[src/rtl/w25q64_cmd_ctrl.sv]
// rtl/w25q64_cmd_ctrl.sv - W25Q64 command sequencer feeding the 49-bit spi_drive frame
// Builds op1/gap/op2/addr/data frames, pulses the driver and polls BUSY after a program.
module w25q64_cmd_ctrl #(
  parameter int POLL_MAX   = 1000,
  parameter int GAP_CYCLES = 4
) (
  input  logic        i_sys_clk,
  input  logic        i_reset_n,
  input  logic        cmd_valid,
  output logic        cmd_ready,
  input  logic [1:0]  cmd_op,
  input  logic [23:0] cmd_addr,
  input  logic [7:0]  cmd_wdata,
  output logic        rsp_valid,
  output logic [23:0] rsp_rdata,
  output logic        rsp_err,
  output logic [48:0] tx_data,
  output logic        spi_en,
  input  logic        spi_busy,
  input  logic        spi_done,
  input  logic [48:0] rx_data
);

  localparam int PW = (POLL_MAX > 1) ? $clog2(POLL_MAX + 1) : 1;
  localparam int GW = (GAP_CYCLES > 1) ? $clog2(GAP_CYCLES) : 1;
  localparam logic [PW-1:0] POLL_LAST = PW'((POLL_MAX > 0) ? POLL_MAX - 1 : 0);
  localparam logic [GW-1:0] GAP_LAST  = GW'((GAP_CYCLES > 0) ? GAP_CYCLES - 1 : 0);

  localparam logic [1:0] OP_READ  = 2'd0;
  localparam logic [1:0] OP_PROG  = 2'd1;
  localparam logic [1:0] OP_JEDEC = 2'd2;

  typedef enum logic [2:0] {
    S_IDLE, S_LOAD, S_PULSE, S_WAIT_DONE, S_GAP, S_POLL_LOAD, S_RESP
  } state_t;

  state_t      state_q, state_d;
  logic [1:0]  op_q, op_d;
  logic        poll_q, poll_d;
  logic [PW-1:0] poll_cnt_q, poll_cnt_d;
  logic [GW-1:0] gap_cnt_q, gap_cnt_d;
  logic [48:0] tx_q, tx_d;
  logic [23:0] rsp_rdata_q, rsp_rdata_d;
  logic        rsp_err_q, rsp_err_d;

  logic        st_busy;
  logic        poll_last;
  logic        unused_rx;

  assign st_busy   = rx_data[24];
  assign poll_last = (poll_cnt_q == POLL_LAST);
  assign unused_rx = ^rx_data[48:32];

  function automatic logic [48:0] mk_frame(input logic [7:0] op1, input logic [7:0] op2,
                                           input logic [23:0] addr, input logic [7:0] data);
    return {op1, 1'b0, op2, addr, data};
  endfunction

  always_ff @(posedge i_sys_clk or negedge i_reset_n) begin
    if (!i_reset_n) begin
      state_q     <= S_IDLE;
      op_q        <= 2'd0;
      poll_q      <= 1'b0;
      poll_cnt_q  <= '0;
      gap_cnt_q   <= '0;
      tx_q        <= '0;
      rsp_rdata_q <= '0;
      rsp_err_q   <= 1'b0;
    end else begin
      state_q     <= state_d;
      op_q        <= op_d;
      poll_q      <= poll_d;
      poll_cnt_q  <= poll_cnt_d;
      gap_cnt_q   <= gap_cnt_d;
      tx_q        <= tx_d;
      rsp_rdata_q <= rsp_rdata_d;
      rsp_err_q   <= rsp_err_d;
    end
  end

  always_comb begin
    state_d = state_q;
    case (state_q)
      S_IDLE:      if (cmd_valid) state_d = S_LOAD;
      S_LOAD:      state_d = (op_q == 2'd3) ? S_RESP : S_PULSE;
      S_PULSE:     if (!spi_busy) state_d = S_WAIT_DONE;
      S_WAIT_DONE: begin
        if (spi_done) begin
          if (!poll_q) state_d = (op_q == OP_PROG) ? S_GAP : S_RESP;
          else if (!st_busy || poll_last) state_d = S_RESP;
          else state_d = S_GAP;
        end
      end
      S_GAP:       if (gap_cnt_q == GAP_LAST) state_d = S_POLL_LOAD;
      S_POLL_LOAD: state_d = S_PULSE;
      S_RESP:      state_d = S_IDLE;
      default:     state_d = S_IDLE;
    endcase
  end

  always_comb begin
    op_d        = op_q;
    poll_d      = poll_q;
    poll_cnt_d  = poll_cnt_q;
    gap_cnt_d   = gap_cnt_q;
    tx_d        = tx_q;
    rsp_rdata_d = rsp_rdata_q;
    rsp_err_d   = rsp_err_q;
    case (state_q)
      S_IDLE: begin
        if (cmd_valid) begin
          op_d       = cmd_op;
          poll_d     = 1'b0;
          poll_cnt_d = '0;
          case (cmd_op)
            OP_READ:  tx_d = mk_frame(8'h04, 8'h03, cmd_addr, 8'h00);
            OP_PROG:  tx_d = mk_frame(8'h06, 8'h02, cmd_addr, cmd_wdata);
            OP_JEDEC: tx_d = mk_frame(8'h04, 8'h9F, 24'h0, 8'h00);
            default:  tx_d = tx_q;
          endcase
        end
      end
      S_LOAD: begin
        if (op_q == 2'd3) begin
          rsp_rdata_d = '0;
          rsp_err_d   = 1'b1;
        end
      end
      S_WAIT_DONE: begin
        if (spi_done) begin
          gap_cnt_d = '0;
          if (!poll_q) begin
            if (op_q == OP_PROG) begin
              poll_d = 1'b1;
            end else begin
              rsp_rdata_d = (op_q == OP_JEDEC) ? rx_data[31:8] : {16'h0, rx_data[7:0]};
              rsp_err_d   = 1'b0;
            end
          end else begin
            // Status byte is reported on both success and timeout.
            rsp_rdata_d = {16'h0, rx_data[31:24]};
            rsp_err_d   = st_busy;
            if (st_busy && !poll_last) poll_cnt_d = poll_cnt_q + 1'b1;
          end
        end
      end
      S_GAP: begin
        gap_cnt_d = gap_cnt_q + 1'b1;
        if (gap_cnt_q == GAP_LAST) tx_d = mk_frame(8'h04, 8'h05, 24'h0, 8'h00);
      end
      default: ;
    endcase
  end

  always_comb begin
    cmd_ready = (state_q == S_IDLE);
    rsp_valid = (state_q == S_RESP);
    spi_en    = (state_q == S_PULSE) && !spi_busy;
    rsp_rdata = rsp_rdata_q;
    rsp_err   = rsp_err_q;
    tx_data   = tx_q;
  end

endmodule

[config.mk]
export PLATFORM = sky130hd
export DESIGN_NAME = w25q64_cmd_ctrl
export DESIGN_NICKNAME = d
export VERILOG_FILES = /design/src/rtl/w25q64_cmd_ctrl.sv
export SDC_FILE = /design/constraint.sdc
export NUM_CORES = 1
export LEC_CHECK = 0
export CAP_MARGIN = 20
export CORE_MARGIN = 2
export CORE_UTILIZATION = 38
export CTS_CLUSTER_SIZE = 30
export DETAILED_ROUTE_END_ITERATION = 8
export PLACE_DENSITY = 0.85
export SYNTH_ARGS = -nofsm -noshare
export SYNTH_HDL_FRONTEND = slang
export SYNTH_SLANG_ARGS = --single-unit
export TNS_END_PERCENT = 1
[constraint.sdc]
create_clock -name i_sys_clk -period 1.7 [get_ports i_sys_clk]
set_input_delay 0.34 -clock i_sys_clk [delete_from_list [all_inputs] [get_ports i_sys_clk]]
set_output_delay 0.34 -clock i_sys_clk [all_outputs]
set_load 0.02 [all_outputs]
==> impl_summary.md <==
Global routing
The number of global-route vias before repair is 3,298. In this run the most used layer during global routing was met2. The number of antenna violations at the first check in global routing is 0.

The overflow left after global routing is 0. The aggregate global-route resource usage is 18.87%. In the global route stage, met2 resource usage came out at 32.18%. In the global route stage, met3 resource usage came out at 4.339%. The first global-routing pass estimated 15.59 mm of wire. The met1 demand-to-capacity share in global routing is 23.22%.

The largest net degree at the start of global routing is 42.

Yosys
The most common cell in the netlist is sky130_fd_sc_hd__dfrtp_1. The summed instance area of the synthesized netlist is 3710 um2. In this run, synthesis produced a sequential element count of 81.

After synthesis, the most frequently instantiated cells are sky130_fd_sc_hd__dfrtp_1, sky130_fd_sc_hd__nand2_1, sky130_fd_sc_hd__o21ai_0, sky130_fd_sc_hd__a22o_1, sky130_fd_sc_hd__clkbuf_1. Synthesis produced 358 cells. The mean area per synthesized cell is 10.36 um2. For this run, the register share of the synthesized area comes to 54.64%. The number of enable-type register cells in the synthesized netlist is 0.

Of all flip-flops after synthesis, the portion carrying an async set or reset was 100.0%. Yosys attributes the largest share of cell area to sky130_fd_sc_hd__dfrtp_1, sky130_fd_sc_hd__a22o_1, sky130_fd_sc_hd__nand2_1. The cell type with the largest total area after synthesis is sky130_fd_sc_hd__dfrtp_1. The most frequently used flop master after synthesis is sky130_fd_sc_hd__dfrtp_1. The proportion of netlist area held by the largest area contributor is 54.64%. Yosys mapped the design onto 50 distinct sky130hd cell types. Yosys printed 0 warnings.

Place
The placed instances occupy a cell area of 5492 um2. At the placement stage, the worst setup path has a slack of -0.4435 ns. The quantity of I/O buffers inserted on ports is 138. The congestion estimate from routability-driven global placement came to 0.8577. Summed over all nets, the half-perimeter wirelength after detailed placement is 7.284 mm.

CTS
The tree built by TritonCTS fans out to 81 sinks. TritonCTS built the clock tree. The CTS buffer count is 9. Clock-pin slew was measured on the worst setup and hold paths at 0.08 ns. The H-tree depth is 3. The clock latency at the later pin of the worst-skew pair is 0.35 ns. The clock passes through at most 2 buffers. The CTS root buffer is sky130_fd_sc_hd__clkbuf_8.

Cells and area
The repair_antennas step left the layout with diodes totalling 0. After the last flow step, the layout net total stands at 620. The area of the multi-input gates is 1578 um2. The signed area change from the synthesized netlist to the final layout is 57.64%. The post-route cell area is 5848 um2. Cells fill 60.67% of the core in the end. The number of fill cells is 802. The sequential standard cell area is 2027 um2. Of the cells placed in the final design, the portion with a size suffix greater than 1 is 15.25%.

Run status
The checks that failed: negative setup slack. The run finished, with violations left.

Die
The floorplan step defined a die boundary enclosing 10,570 um2. The height of the chip is 102.8 um. The initial core utilization is 38.49%. The region available for standard cell placement spans 9639 um2. The die is 102.8 um wide.

The number of placed I/O pins is 165. The row count is 36.

Routing
The number of vias per cell is 4.949. The final route contains 3,286 vias. The total wire length after detailed routing is 9.929 mm. After detailed routing, the number of remaining DRC violations is 0. The number of routed nets with antenna violations is 0. The first detailed-routing pass took 4 iterations. The detailed router's first-iteration violation count is 85.

Dividing the detail-routed wire length by the instance count gives 14.95 um.

Timing
On the final layout, the worst hold slack is 0.4599 ns. Subtracting the final worst setup slack from the clock period gives 1.733 ns. On the final layout, the worst clock skew is 0.009057 ns. The final-report max-slew violation count is 0.

The smallest setup slack after layout is -0.03276 ns. The setup TNS after final layout is -0.03276 ns. Setup repair after global routing could not meet its margin everywhere. The highest clock rate is 577.1 MHz. Dividing the final minimum period by the clock period gives 101.9%. Setup violations remaining at the end of the flow were counted as 1.

The count of final hold-check violations is 0.

Setup path
The delay contributed by the slowest stage of the critical path is 0.52 ns. The critical path class is reg -> reg. The startpoint type of the worst setup path is a flip-flop.

Among all stages on the critical path, the largest delay is contributed by sky130_fd_sc_hd__or4b_4. Across all register-to-register paths, the minimum setup slack is -0.03 ns. The worst endpoint data arrival time is 2.01 ns.

The peak fanout along the critical path is 5. Traced cell by cell, the critical path runs through or4b_4, buf_6, nand2_8, o21ai_4, or3_1, a21oi_1. At the worst endpoint, the required time is 1.97 ns. The sort of element at the end of the critical path is a flip-flop.

Power
The standby leakage power is 3.126 nW. Across the VDD grid, the largest voltage drop is 880.8 uV. The power density over the cells is 1471 nW/um2.

Worst hold path
The worst min-delay path class is in -> reg.

Job
The max-capacitance violation count is 0.
cell families (layout without fill, tap and decap cells):
kind of cell	count (synthesis)	after routing	share of synthesized area (%)
other cells	1	9	0.1011
flops	81	81	54.64
buf+inv	36	201	5.092
xor+xnor	7	7	1.653
simple gates	122	122	16.32
mux	8	8	2.159
fa+ha+maj	6	6	2.024
compound gates	97	97	18.01
worst max-delay path: cells and delay by family, from the launching register on:
kind | cells | cell delay [ns]
and+or+nand+nor | 3 | 0.89
DFF | 1 | 0.41
AOI/OAI and AO/OA | 2 | 0.20
buffers and inverters | 1 | 0.15
per-stage QoR:
step / power (mW) / instances
final: 8.605 / 664
after global routing: 9.120 / 664
after CTS: 8.688 / 662
after detailed placement: 7.234 / 645
after global placement: 7.084 / 645
after floorplan: 5.113 / 366
per-layer routing:
layer	share of wire, %	wire length, um
met1	41	4047
met2	51	5017
met3	6.8	677
met4	1.9	187
met5	0	0
cell usage in the layout (no fill, tap or decap), types with 10 or more instances in the layout:
cell | synthesis | layout
sky130_fd_sc_hd__a22o_1 | 33 | 33
sky130_fd_sc_hd__buf_4 | 11 | 35
sky130_fd_sc_hd__clkbuf_8 | 0 | 10
sky130_fd_sc_hd__clkdlybuf4s50_1 | 0 | 87
sky130_fd_sc_hd__dfrtp_1 | 81 | 81
sky130_fd_sc_hd__dlymetal6s2s_1 | 0 | 39
sky130_fd_sc_hd__nand2_1 | 72 | 70
sky130_fd_sc_hd__nor2_1 | 12 | 12
sky130_fd_sc_hd__o21ai_0 | 36 | 32
sky130_fd_sc_hd__o21ai_1 | 8 | 12
registers in the layout, indices dropped and copies added, names as in the netlist:
| signal | flops |
|---|---|
| poll_q | 1 |
| gap_cnt_q | 2 |
| rsp_err | 1 |
| poll_cnt_q | 10 |
| op_q | 2 |
| state_q | 3 |
| tx_data | 38 |
| rsp_rdata | 24 |
final timing paths:
kind	from	to	cells past startpoint
hold reg to reg	tx_data[32]$_DFFE_PN0P_	tx_data[32]$_DFFE_PN0P_	1
setup / recovery	state_q[2]$_DFFE_PN0P_	poll_cnt_q[9]$_DFFE_PN0P_	6
min in group asynchronous	i_reset_n	rsp_err$_DFFE_PN0P_	2
hold / removal	cmd_op[1]	op_q[1]$_DFFE_PN0P_	4
setup reg to reg	state_q[2]$_DFFE_PN0P_	poll_cnt_q[9]$_DFFE_PN0P_	6
max in group asynchronous	i_reset_n	rsp_rdata[5]$_DFFE_PN0P_	3
where the power goes:
group	internal, mW	leakage, nW	total [mW]	switching, mW
clock network	0.740	0.109	1.48	0.737
logic	2.01	1.94	4.14	2.13
registers	2.57	1.08	2.99	0.413
final cells by class:
class | instances | area share [%]
Clock buffer | 10 | 2.353
Clock inverter | 6 | 1.241
Tap cell | 133 | 2.846
Timing Repair Buffer | 180 | 31.60
Inverter | 5 | 0.3209
Sequential cell | 81 | 34.66
Multi-Input combinational cell | 249 | 26.98
what timing repair did:
item	4_1_cts	5_1_grt
gates cloned	0	0
pin swaps	0	2
hold buffers	1	0
hold endpoints to repair	27	0
gates resized for setup	25	52
setup endpoints to repair	56	105
setup buffers	0	2
(Power assumes the default switching activity.)
